`src/rtl/mem_arb_pkg.sv`:
```
// mem_arb_pkg
// Shared definitions for the memory port arbiter.
//   owner_e          : issue-owner / FSM state encoding (IDLE=00, IF_ACC=01, D_ACC=10)
//   FETCH_FUNCT3     : access size used for every instruction fetch (LW)
//   STARVE_MAX_DEFAULT : default number of fetch denials before fetch is forced through
package mem_arb_pkg;

  typedef enum logic [1:0] {
    IDLE   = 2'b00,
    IF_ACC = 2'b01,
    D_ACC  = 2'b10
  } owner_e;

  localparam logic [2:0] FETCH_FUNCT3 = 3'b010;

  localparam int unsigned STARVE_MAX_DEFAULT = 4;

endpackage

```
`src/rtl/arb_starve_counter.sv`:
```
// arb_starve_counter
// Counts consecutive cycles in which a request is pending but not granted,
// saturating at STARVE_MAX. Any grant, or a dropped request, clears it.
// Ports:
//   clk    : clock, rising edge
//   rst    : asynchronous active-low reset
//   req    : request pending this cycle
//   gnt    : request granted this cycle
//   at_max : counter has reached STARVE_MAX
module arb_starve_counter #(
  parameter int unsigned STARVE_MAX = 4
) (
  input  logic clk,
  input  logic rst,
  input  logic req,
  input  logic gnt,
  output logic at_max
);

  localparam logic [2:0] CntMax = 3'(STARVE_MAX);

  logic [2:0] cnt_q;
  logic [2:0] cnt_d;

  // Next count: clear on grant or idle, otherwise step up until saturated.
  always_comb begin
    cnt_d = cnt_q;
    if (!req || gnt) begin
      cnt_d = 3'd0;
    end else if (cnt_q < CntMax) begin
      cnt_d = cnt_q + 3'd1;
    end
  end

  always_ff @(posedge clk or negedge rst) begin
    if (!rst) begin
      cnt_q <= 3'd0;
    end else begin
      cnt_q <= cnt_d;
    end
  end

  assign at_max = (cnt_q == CntMax);

endmodule

```
`src/rtl/mem_port_arbiter.sv`:
```
// mem_port_arbiter
// Arbitrates a single memory port between an instruction-fetch requester and a
// data requester. Grants are combinational, one per cycle, data wins by default.
// Reads return one cycle after grant; writes complete in the grant cycle.
// Configuration macro: ARB_STARVE_GUARD_EN -- when defined, a fetch that has been
// denied STARVE_MAX consecutive cycles wins over data once.
// Ports:
//   clk, rst                        : clock, asynchronous active-low reset
//   if_req/if_addr                  : fetch request and address
//   if_gnt/if_rvalid/if_rdata       : fetch grant, read valid, read data
//   d_req/d_we/d_funct3/d_addr/d_wdata : data request and command
//   d_gnt/d_rvalid/d_rdata          : data grant, read valid, read data
//   mem_re/mem_we/mem_funct3/mem_addr/mem_wdata : memory command
//   mem_rdata                       : memory read data, one cycle after mem_re
//   owner                           : owner of the previous cycle's read issue
module mem_port_arbiter
  import mem_arb_pkg::*;
#(
  parameter int unsigned ADDR_W     = 8,
  parameter int unsigned DATA_W     = 32,
  parameter int unsigned STARVE_MAX = STARVE_MAX_DEFAULT
) (
  input  logic              clk,
  input  logic              rst,
  input  logic              if_req,
  input  logic [ADDR_W-1:0] if_addr,
  output logic              if_gnt,
  output logic              if_rvalid,
  output logic [DATA_W-1:0] if_rdata,
  input  logic              d_req,
  input  logic              d_we,
  input  logic [2:0]        d_funct3,
  input  logic [ADDR_W-1:0] d_addr,
  input  logic [DATA_W-1:0] d_wdata,
  output logic              d_gnt,
  output logic              d_rvalid,
  output logic [DATA_W-1:0] d_rdata,
  output logic              mem_re,
  output logic              mem_we,
  output logic [2:0]        mem_funct3,
  output logic [ADDR_W-1:0] mem_addr,
  output logic [DATA_W-1:0] mem_wdata,
  input  logic [DATA_W-1:0] mem_rdata,
  output logic [1:0]        owner
);

  owner_e state_q;
  owner_e state_d;
  logic   ifGnt;
  logic   dGnt;

`ifdef ARB_STARVE_GUARD_EN
  logic starveAtMax;

  arb_starve_counter #(
    .STARVE_MAX(STARVE_MAX)
  ) u_starve (
    .clk   (clk),
    .rst   (rst),
    .req   (if_req),
    .gnt   (ifGnt),
    .at_max(starveAtMax)
  );

  // Grants are held off during reset so every output is quiet regardless of inputs.
  always_comb begin
    ifGnt = 1'b0;
    dGnt  = 1'b0;
    if (rst) begin
      if (if_req && (!d_req || starveAtMax)) begin
        ifGnt = 1'b1;
      end else if (d_req) begin
        dGnt = 1'b1;
      end
    end
  end
`else
  // Strict data priority; grants are held off during reset.
  always_comb begin
    ifGnt = 1'b0;
    dGnt  = 1'b0;
    if (rst) begin
      if (d_req) begin
        dGnt = 1'b1;
      end else if (if_req) begin
        ifGnt = 1'b1;
      end
    end
  end
`endif

  // Memory command mux: the winner's command, or all zeros with no grant.
  always_comb begin
    mem_re     = 1'b0;
    mem_we     = 1'b0;
    mem_funct3 = 3'b000;
    mem_addr   = '0;
    mem_wdata  = '0;
    if (dGnt) begin
      mem_re     = !d_we;
      mem_we     = d_we;
      mem_funct3 = d_funct3;
      mem_addr   = d_addr;
      mem_wdata  = d_wdata;
    end else if (ifGnt) begin
      mem_re     = 1'b1;
      mem_funct3 = FETCH_FUNCT3;
      mem_addr   = if_addr;
    end
  end

  // Writes finish in the grant cycle, so only reads move the FSM out of IDLE.
  always_comb begin
    state_d = IDLE;
    if (ifGnt) begin
      state_d = IF_ACC;
    end else if (dGnt && !d_we) begin
      state_d = D_ACC;
    end
  end

  always_ff @(posedge clk or negedge rst) begin
    if (!rst) begin
      state_q <= IDLE;
    end else begin
      state_q <= state_d;
    end
  end

  assign if_gnt    = ifGnt;
  assign d_gnt     = dGnt;
  assign if_rvalid = (state_q == IF_ACC);
  assign d_rvalid  = (state_q == D_ACC);
  assign if_rdata  = (state_q == IF_ACC) ? mem_rdata : '0;
  assign d_rdata   = (state_q == D_ACC) ? mem_rdata : '0;
  assign owner     = state_q;

endmodule

```
`config.mk`:
```
export PLATFORM = sky130hd
export DESIGN_NAME = mem_port_arbiter
export DESIGN_NICKNAME = d
export VERILOG_FILES = /design/src/rtl/mem_arb_pkg.sv /design/src/rtl/arb_starve_counter.sv /design/src/rtl/mem_port_arbiter.sv
export SDC_FILE = /design/constraint.sdc
export NUM_CORES = 1
export LEC_CHECK = 0
export BUFFER_PORTS_ARGS = -buffer_cell sky130_fd_sc_hd__buf_2
export CAP_MARGIN = 25
export CORE_AREA = 2 2 79 81
export CTS_BUF_LIST = sky130_fd_sc_hd__clkbuf_4 sky130_fd_sc_hd__clkbuf_8
export DETAILED_ROUTE_END_ITERATION = 12
export DIE_AREA = 0 0 81 83
export HOLD_SLACK_MARGIN = 0.02
export SYNTH_ARGS = -nofsm -noshare
export SYNTH_HDL_FRONTEND = slang
export SYNTH_SLANG_ARGS = --single-unit
```
`constraint.sdc`:
```
create_clock -name clk -period 1.4 [get_ports clk]
set_input_delay 0.14 -clock clk [delete_from_list [all_inputs] [get_ports clk]]
set_output_delay 0.14 -clock clk [all_outputs]
set_load 0.05 [all_outputs]
```
==> summary.txt, run 1 <==
Logic synthesis
  – Synth Instances: 136
  – Leading cell types by count after synthesis: 64 x and2_1, 35 x and3_1, 8 x a32o_1
  – Post-synthesis cell type count: 17
  – Sequential fraction of the synthesis area: under 10%
  – Synthesized area: ~950 µm²
  – Top-area cell type share of the netlist area: roughly two fifths
  – Syn. warnings: 0
  – Synth Area per Inst: about 7 µm²
  – Most frequent cell after synthesis: and2_1
  – EDFF count, synth: 0
  – Yosys reg bits: 2
  – Post-synth top area cell: and2_1
  – Asr flop ratio synth: 100.0%
  – Area contributors post-synth: and2_1 42%, and3_1 23%, a32o_1 8.4%
  – Most used DFF post-synth: dfrtp_1
  – Synthesized Nets: 224

Clock tree
  – CTS tree: built
  – H-tree Lvls: 1
  – Num CTS Buffers: 3
  – CTS clk-pin slew, worst paths: roughly 30 ps
  – Max clock buf depth: 2
  – # clock sinks: 2
  – CTS Root Cell: clkbuf_8

Outcome
  – Failing checks: negative setup slack
  – Status: finished with violations

Layout
  – Fillcell total: 546
  – Nets: ~430
  – Final core occ: a little under half
  – Antenna diodes: 0
  – Final Instance Area: approximately 2800 µm²
  – Area growth syn-to-layout: 190.8%
  – Max reg flops: 2
  – Fraction of layout cells with a size suffix above 1: approximately 84%

Timing
  – Hold Slack: ~140 ps
  – Slew Viols, Final: 0
  – Worst Tran Pin Value: 351.8 ps
  – Endpoints failing hold: 0
  – Post-route setup TNS: -3731 ps
  – Worst slew margin: 76.55%
  – Fin crit share: 107.7%
  – Finish-stage setup viols: 64
  – Final min period: 1508 ps
  – Final worst slack: -107.7 ps
  – RSZ-0062 raised after global routing: yes
  – FMAX: around 0.66 GHz

Floorplan
  – Core Region: roughly 5800 µm²
  – Starting Density: ~16%
  – Die Wd: ~81 µm
  – Row cnt: 28
  – I/O pin total: between 200 and 250
  – Die area: a little under 7000 µm²
  – Die height: 83 µm

Global routing
  – Largest net degree at the start of global routing: 28
  – Grt ovf: 0
  – GR Util met1: between 10 and 15%
  – Routing usage on met3: between 2 and 2.5%
  – Gr busiest metal: met2
  – Met2 GRT Util: a little under 30%
  – Total GRT Usage: between 10% and 20%
  – Vias in the first global route: roughly 1700
  – Initial antenna violation count: 0
  – First-pass GRT wire length: between 8000 and 9000 µm

Power
  – Power Dens Cells: around 440 nW/µm²
  – Worst IR drop on VDD: between 0.2 and 0.25 mV
  – Leakage Power: about 1.7 nW

Detailed routing
  – DR vias: approximately 1800
  – Final wirelength: about 5600 µm
  – Pre-Repair DR Iteration Count: 4
  – DR WL/cell: 13.66 µm
  – DRT iter0 DRCs: 34
  – Number of nets with antenna violations after routing: 0
  – Drc violations: 0
  – Vias/cell: around 4.3

Worst setup path
  – Crit path capture type: output port
  – Critical Path AT: 1370 ps
  – CP Launch Point: owner[1]$_DFF_PN0_
  – Maximum fanout along the worst path: 17
  – Crit Path Class: reg -> out
  – Critical Path RT: 1260 ps
  – CP startpoint kind: flip-flop

Hold path
  – Hold path start: d_we
  – Min-Delay Path Class: in -> reg

Placed design
  – Count of input and output buffers: between 200 and 250
  – Post-placement worst setup slack: -21.91 ps
  – Area after DPL: approximately 2100 µm²
  – Post-DP HPWL: about 3800 µm
  – Placer Congestion: 0.7403

Job
  – Maxcap violations: 0
## cell type report
cell class              count  area (µm²)  area share, %
clock buffers               3       41.29          1.487
multi-input cells         119       924.6          33.30
flip-flops and latches      2       52.55          1.893
well taps                  75       93.84          3.380
repair buffers            211        1664          59.94
## metrics by stage
stage	instances	power [mW]
after detailed placement	402	0.8698
after global routing	410	1.285
after floorplan	136	0.6370
after global placement	402	0.8636
after CTS	410	1.205
final	410	1.228
## layer usage
metal | routed length (µm) | vias up
li1 | - | 859
met4 | 81 | 0
met5 | 0 | -
met2 | 2902 | 134
met1 | 2031 | 771
met3 | 584 | 8
## placed cells by master (no fill, tap or decap)
| master | count |
|---|---|
| buf_2 | 136 |
| and2_4 | 36 |
| and3_1 | 35 |
| buf_8 | 34 |
| buf_6 | 32 |
| and2_2 | 28 |
| a32o_1 | 8 |
| buf_4 | 5 |
| and2_1 | 3 |
| clkbuf_8 | 3 |
| nor2b_1 | 2 |
| nor2b_4 | 2 |
| and2b_4 | 2 |
| dfrtp_2 | 2 |
| buf_12 | 2 |
| o21a_1 | 1 |
| nand2_1 | 1 |
| o211a_1 | 1 |
| clkbuf_16 | 1 |
| dlygate4sd3_1 | 1 |
## where the power goes
part	total, mW	internal, mW	switching, mW
logic	0.940	0.351	0.589
registers	0.0652	0.0609	0.00421
clock network	0.223	0.182	0.0416
## path summary, 6_finish.rpt
path	to	cells after the start	slack [ps]
max	d_rdata[14]	5	-110
min	owner[1]$_DFF_PN0_	2	140
max in group asynchronous	owner[0]$_DFF_PN0_	3	690
min in group asynchronous	owner[1]$_DFF_PN0_	3	560
## cells by family (layout without fill, tap and decap cells)
group                  Yosys count  in the layout  synth area share [%]
and+or+nand+nor                107            109                 71.43
AOI/OAI and AO/OA               10             10                 10.22
buffers and inverters           17            214                 13.11
DFF                              2              2                 5.243
## worst max-delay path, cell delays in order, from the launching register on
cell and delay, ps:
dfrtp_2 410, buf_6 130, nor2b_4 120, buf_12 150, and2_2 200, buf_6 150
## timing repair
item,4_1_cts,5_1_grt
hold buffers,1,0
endpoints found under the hold margin,2,0
gates cloned,3,0
gates resized for setup,151,39
pin swaps,4,10
setup buffers,3,1
setup endpoints to repair,65,66
Note: power is estimated with default switching activity, not from simulation.
==> run 2: changes to the inputs <==
--- a/config.mk
+++ b/config.mk
@@ -12,6 +12,7 @@
 export DETAILED_ROUTE_END_ITERATION = 12
 export DIE_AREA = 0 0 81 83
 export HOLD_SLACK_MARGIN = 0.02
+export SETUP_SLACK_MARGIN = 0.15
 export SYNTH_ARGS = -nofsm -noshare
 export SYNTH_HDL_FRONTEND = slang
 export SYNTH_SLANG_ARGS = --single-unit
==> summary.txt, run 2 (synthesis gave the netlist of run 1 again) <==
Clock tree
  – CTS clk-pin slew, worst paths: about 30 ps
  – Max clock buf depth: 2
  – CTS Root Cell: clkbuf_8
  – Num CTS Buffers: 3
  – # clock sinks: 2
  – H-tree Lvls: 1
  – CTS tree: built

Timing
  – Slew Viols, Final: 0
  – Hold Slack: 122.3 ps
  – Finish-stage setup viols: 64
  – Endpoints failing hold: 0
  – Final worst slack: -97.72 ps
  – Final min period: between 1000 and 1500 ps
  – FMAX: 0.6677 GHz
  – Fin crit share: 107.0%
  – Worst slew margin: between 80 and 90%
  – Worst Tran Pin Value: about 270 ps
  – RSZ-0062 raised after global routing: yes

Power
  – Pint: 0.6255 mW
  – Worst IR drop on VDD: 0.2715 mV
  – Leakage Power: ~1.7 nW
  – Power share of the sequential group: approximately 5%
  – NetSw: between 0.6 and 0.7 mW
  – Comb pwr share: around 77%
  – Clock network power share: ~18%
  – Power Dens Cells: about 430 nW/µm²
  – Sw Share: between 50% and 60%

Layout
  – Antenna diodes: 0
  – Final core occ: 50.62%
  – Fraction of layout cells with a size suffix above 1: a little over four fifths
  – Final Instance Area: around 2900 µm²
  – Commonest cells after routing, fill and taps aside: 136 x buf_2, 64 x buf_8, 60 x and2_4
  – Nets: around 430
  – Area growth syn-to-layout: 208.4%
  – Max reg flops: 2
  – Fillcell total: approximately 530
  – Commonest non-fill, non-tap cell in the layout: buf_2

Worst setup path
  – Maximum fanout along the worst path: 12
  – CP startpoint kind: flip-flop
  – Critical Path AT: ~1400 ps
  – Critical Path RT: approximately 1300 ps
  – Crit Path Class: reg -> out
  – Crit path capture type: output port

Floorplan
  – Die Wd: between 80 and 90 µm
  – Row cnt: 28
  – I/O pin total: just over 200
  – Die area: about 6700 µm²
  – Die height: between 80 and 90 µm
  – Core Region: about 5800 µm²
  – Starting Density: 16.42%

Placed design
  – Post-placement worst setup slack: 40.04 ps
  – Post-DP HPWL: a little under 4000 µm
  – Area after DPL: between 2000 and 2500 µm²
  – Placer Congestion: ~0.74
  – Count of input and output buffers: ~200

Global routing
  – GR Util met1: 15.54%
  – First-pass GRT wire length: 8245 µm
  – Initial antenna violation count: 0
  – Met2 GRT Util: approximately 30%
  – Total GRT Usage: between 15 and 20%
  – Grt ovf: 0
  – Gr busiest metal: met2
  – Vias in the first global route: 1776
  – Routing usage on met3: under 10%
  – Largest net degree at the start of global routing: 47

Detailed routing
  – Pre-Repair DR Iteration Count: 4
  – DR WL/cell: ~14 µm
  – Vias/cell: ~4.3
  – DR vias: 1761
  – Number of nets with antenna violations after routing: 0
  – Final wirelength: 5799 µm
  – Drc violations: 0
  – DRT iter0 DRCs: 38

Outcome
  – Status: finished with violations
  – Failing checks: negative setup slack

Job
  – Maxcap violations: 0

Hold path
  – Min-Delay Path Class: in -> reg
## run 2: cell count changes in the layout (fill, tap and decap cells not counted), sizes merged
cell    delta
and2b      -1
nor2b      -1
clkbuf     +1
buf        +1
## run 2: critical path, stage by stage, from the launching register on
cell and delay [ps]:
dfrtp_2 390, and2b_4 300, clkbuf_16 170, and2_4 150
buf_8 140
## run 2: power by group through the flow
stage	clock network (mW)	registers [mW]	logic (mW)
2_1_floorplan	0	0.0715	0.592
3_3_place_gp	0	0.0634	0.829
3_5_place_dp	0	0.0640	0.834
4_1_cts	0.232	0.0634	0.951
5_1_grt	0.241	0.0634	1.03
6_report	0.223	0.0631	0.983
## run 2: per-stage QoR
step	total power [mW]	TNS, ps	instances
after floorplan	0.6634	0	136
after CTS	1.246	-3030	406
after global placement	0.8922	0	402
after global routing	1.333	-6888	410
after detailed placement	0.8982	0	402
final	1.269	-3897	410
## run 2: cell type report
type / instances / area, µm² / share of cell area [%]
well taps: 75 / 93.84 / 3.187
flip-flops and latches: 2 / 52.55 / 1.785
clock buffers: 3 / 41.29 / 1.402
repair buffers: 213 / 1824 / 61.96
multi-input cells: 117 / 932.1 / 31.66
## run 2: what timing repair did
item	CTS	global route
hold buffers	1	0
pin swaps	0	1
buffers inserted	0	1
resized for setup	190	13
setup endpoints to repair	68	67
gates cloned	0	3
hold endpoints to repair	2	0
## run 2: path summary, 6_finish.rpt
kind	cells after the start	to	slack, ps	start
min in group asynchronous	2	owner[0]$_DFF_PN0_	300	rst
setup / recovery	4	if_rdata[29]	-100	owner[1]$_DFF_PN0_
hold / removal	2	owner[1]$_DFF_PN0_	120	d_we
max in group asynchronous	2	owner[1]$_DFF_PN0_	950	rst
## run 2: metal layers
layer  share of wire, %  vias up
met5                  0        -
met4               0.47        0
met3                9.6        2
met2                 55      120
met1                 35      786
li1                   -      853
==> run 3: changes to the inputs <==
--- a/config.mk
+++ b/config.mk
@@ -7,11 +7,14 @@
 export LEC_CHECK = 0
 export BUFFER_PORTS_ARGS = -buffer_cell sky130_fd_sc_hd__buf_2
 export CAP_MARGIN = 25
-export CORE_AREA = 2 2 79 81
+export CELL_PAD_IN_SITES_DETAIL_PLACEMENT = 0
+export CELL_PAD_IN_SITES_GLOBAL_PLACEMENT = 1
+export CORE_AREA = 2 2 86 88
 export CTS_BUF_LIST = sky130_fd_sc_hd__clkbuf_4 sky130_fd_sc_hd__clkbuf_8
 export DETAILED_ROUTE_END_ITERATION = 12
-export DIE_AREA = 0 0 81 83
+export DIE_AREA = 0 0 88 90
 export HOLD_SLACK_MARGIN = 0.02
+export PLACE_DENSITY_LB_ADDON = 0.1
 export SETUP_SLACK_MARGIN = 0.15
 export SYNTH_ARGS = -nofsm -noshare
 export SYNTH_HDL_FRONTEND = slang
==> summary.txt, run 3 (synthesis gave the netlist of run 1 again) <==
Detailed routing
  – DR WL/cell: between 10 and 15 µm
  – Number of nets with antenna violations after routing: 0
  – Drc violations: 0
  – Pre-Repair DR Iteration Count: 4
  – Vias/cell: between 4 and 5
  – Final wirelength: roughly 5400 µm
  – DR vias: 1777
  – DRT iter0 DRCs: 28

Layout
  – Nets: 424
  – Commonest non-fill, non-tap cell in the layout: buf_2
  – Finished Layout Cells: 433
  – Commonest cells after routing, fill and taps aside: 131 x buf_2, 62 x buf_8, 61 x and2_4
  – Area growth syn-to-layout: 208.7%
  – Antenna diodes: 0
  – Max reg flops: 2
  – Fraction of layout cells with a size suffix above 1: approximately 85%

Global routing
  – Total GRT Usage: 12.21%
  – Initial antenna violation count: 0
  – Vias in the first global route: roughly 1700
  – Largest net degree at the start of global routing: 34
  – First-pass GRT wire length: just under 8000 µm
  – Grt ovf: 0

Power
  – Sw Share: 50.52%
  – Clock network power share: between 10% and 20%
  – Power share of the sequential group: 5.0%
  – NetSw: roughly 0.64 mW
  – Leakage Power: ~1.7 nW
  – Pint: 0.6242 mW
  – Comb pwr share: between 70% and 80%
  – Worst IR drop on VDD: roughly 0.18 mV
  – Power Dens Cells: ~430 nW/µm²

Timing
  – Finish-stage setup viols: 38
  – RSZ-0062 raised after global routing: yes
  – Endpoints failing hold: 0
  – Hold Slack: 118.0 ps
  – Slew Viols, Final: 0
  – Worst slew margin: 82.18%
  – Fin crit share: 104.6%
  – Final min period: between 1000 and 1500 ps
  – Final worst slack: -64.49 ps
  – FMAX: 0.6828 GHz
  – Worst Tran Pin Value: around 270 ps

Clock tree
  – Post-CTS Setup Inserts: 0
  – Max clock buf depth: 2
  – Num CTS Buffers: 3
  – # clock sinks: 2
  – CTS Root Cell: clkbuf_8
  – CTS clk-pin slew, worst paths: around 30 ps
  – CTS tree: built
  – H-tree Lvls: 1

Worst setup path
  – CP max stage cell: dfrtp_2
  – Critical Path AT: between 1000 and 1500 ps
  – Crit-path leading delay family: simple AND/OR/NAND/NOR gates
  – Crit-path cells: and2b_4, buf_12, and2_2, buf_8
  – Critical Path RT: around 1300 ps
  – Maximum fanout along the worst path: 17
  – Crit path largest cell delay: ~390 ps
  – Crit path capture type: output port
  – Crit Path Class: reg -> out
  – CP startpoint kind: flip-flop
  – Crit path buf inv count: 2

Outcome
  – Failing checks: negative setup slack
  – Status: finished with violations

Floorplan
  – Die height: 90 µm
  – Die Wd: slightly below 90 µm
  – Core Region: 7020 µm²
  – I/O pin total: about 200
  – Row cnt: 31
  – Die area: 7920 µm²
  – Starting Density: ~14%

Placed design
  – Post-placement worst setup slack: between 50 and 60 ps
  – Count of input and output buffers: 202
  – Placer Congestion: 0.7727
  – Post-DP HPWL: about 4100 µm
  – Placed insts: around 430

Job
  – Maxcap violations: 0

Hold path
  – Min-Delay Path Class: in -> reg
-- run 3: final timing paths --
kind | from | to | depth (start not counted)
setup / recovery | owner[1]$_DFF_PN0_ | if_rdata[1] | 4
hold / removal | d_we | owner[1]$_DFF_PN0_ | 2
max in group asynchronous | rst | owner[1]$_DFF_PN0_ | 3
min in group asynchronous | rst | owner[0]$_DFF_PN0_ | 3
-- run 3: power by group through the flow --
stage          clock network (mW)  registers [mW]  logic, mW
6_report                    0.223          0.0629      0.976
5_1_grt                     0.237          0.0632       1.03
3_5_place_dp                    0          0.0636      0.844
3_3_place_gp                    0          0.0635      0.848
2_1_floorplan                   0          0.0715      0.592
4_1_cts                     0.229          0.0630      0.959
-- run 3: per-layer routing --
layer	global-route usage, %	wire length, µm	part of all wire (%)	up-vias
met5	0	0	0	-
met4	4.103	94	1.7	0
met3	2.296	567	10	6
met2	25.06	2952	54	135
met1	11.37	1822	34	786
li1	-	-	-	850
-- run 3: area by class of cell --
cell class / count / area (µm²)
multi-input combinational: 117 / 940.9
timing repair buffer: 212 / 1788
sequential: 2 / 52.55
tap: 99 / 123.9
clock buffer: 3 / 41.29
fill: 692 / 4074
-- run 3: what timing repair did --
item	4_1_cts	5_1_grt
endpoints found under the setup margin	74	75
resized for setup	189	21
endpoints found under the hold margin	2	0
cloned	0	1
hold buffers	1	0
pin swaps	0	5
-- run 3: metrics by stage --
stage | utilization (%) | setup TNS [ps] | total power [mW] | cell area [µm²]
floorplan | - | 0 | 0.6634 | 1134
global placement | 31.53 | 0 | 0.9114 | 2213
detailed placement | 31.53 | 0 | 0.9079 | 2213
CTS | 41.17 | -2285 | 1.251 | 2890
global route | 41.97 | -4490 | 1.326 | 2947
finish | 41.97 | -1679 | 1.262 | 2947
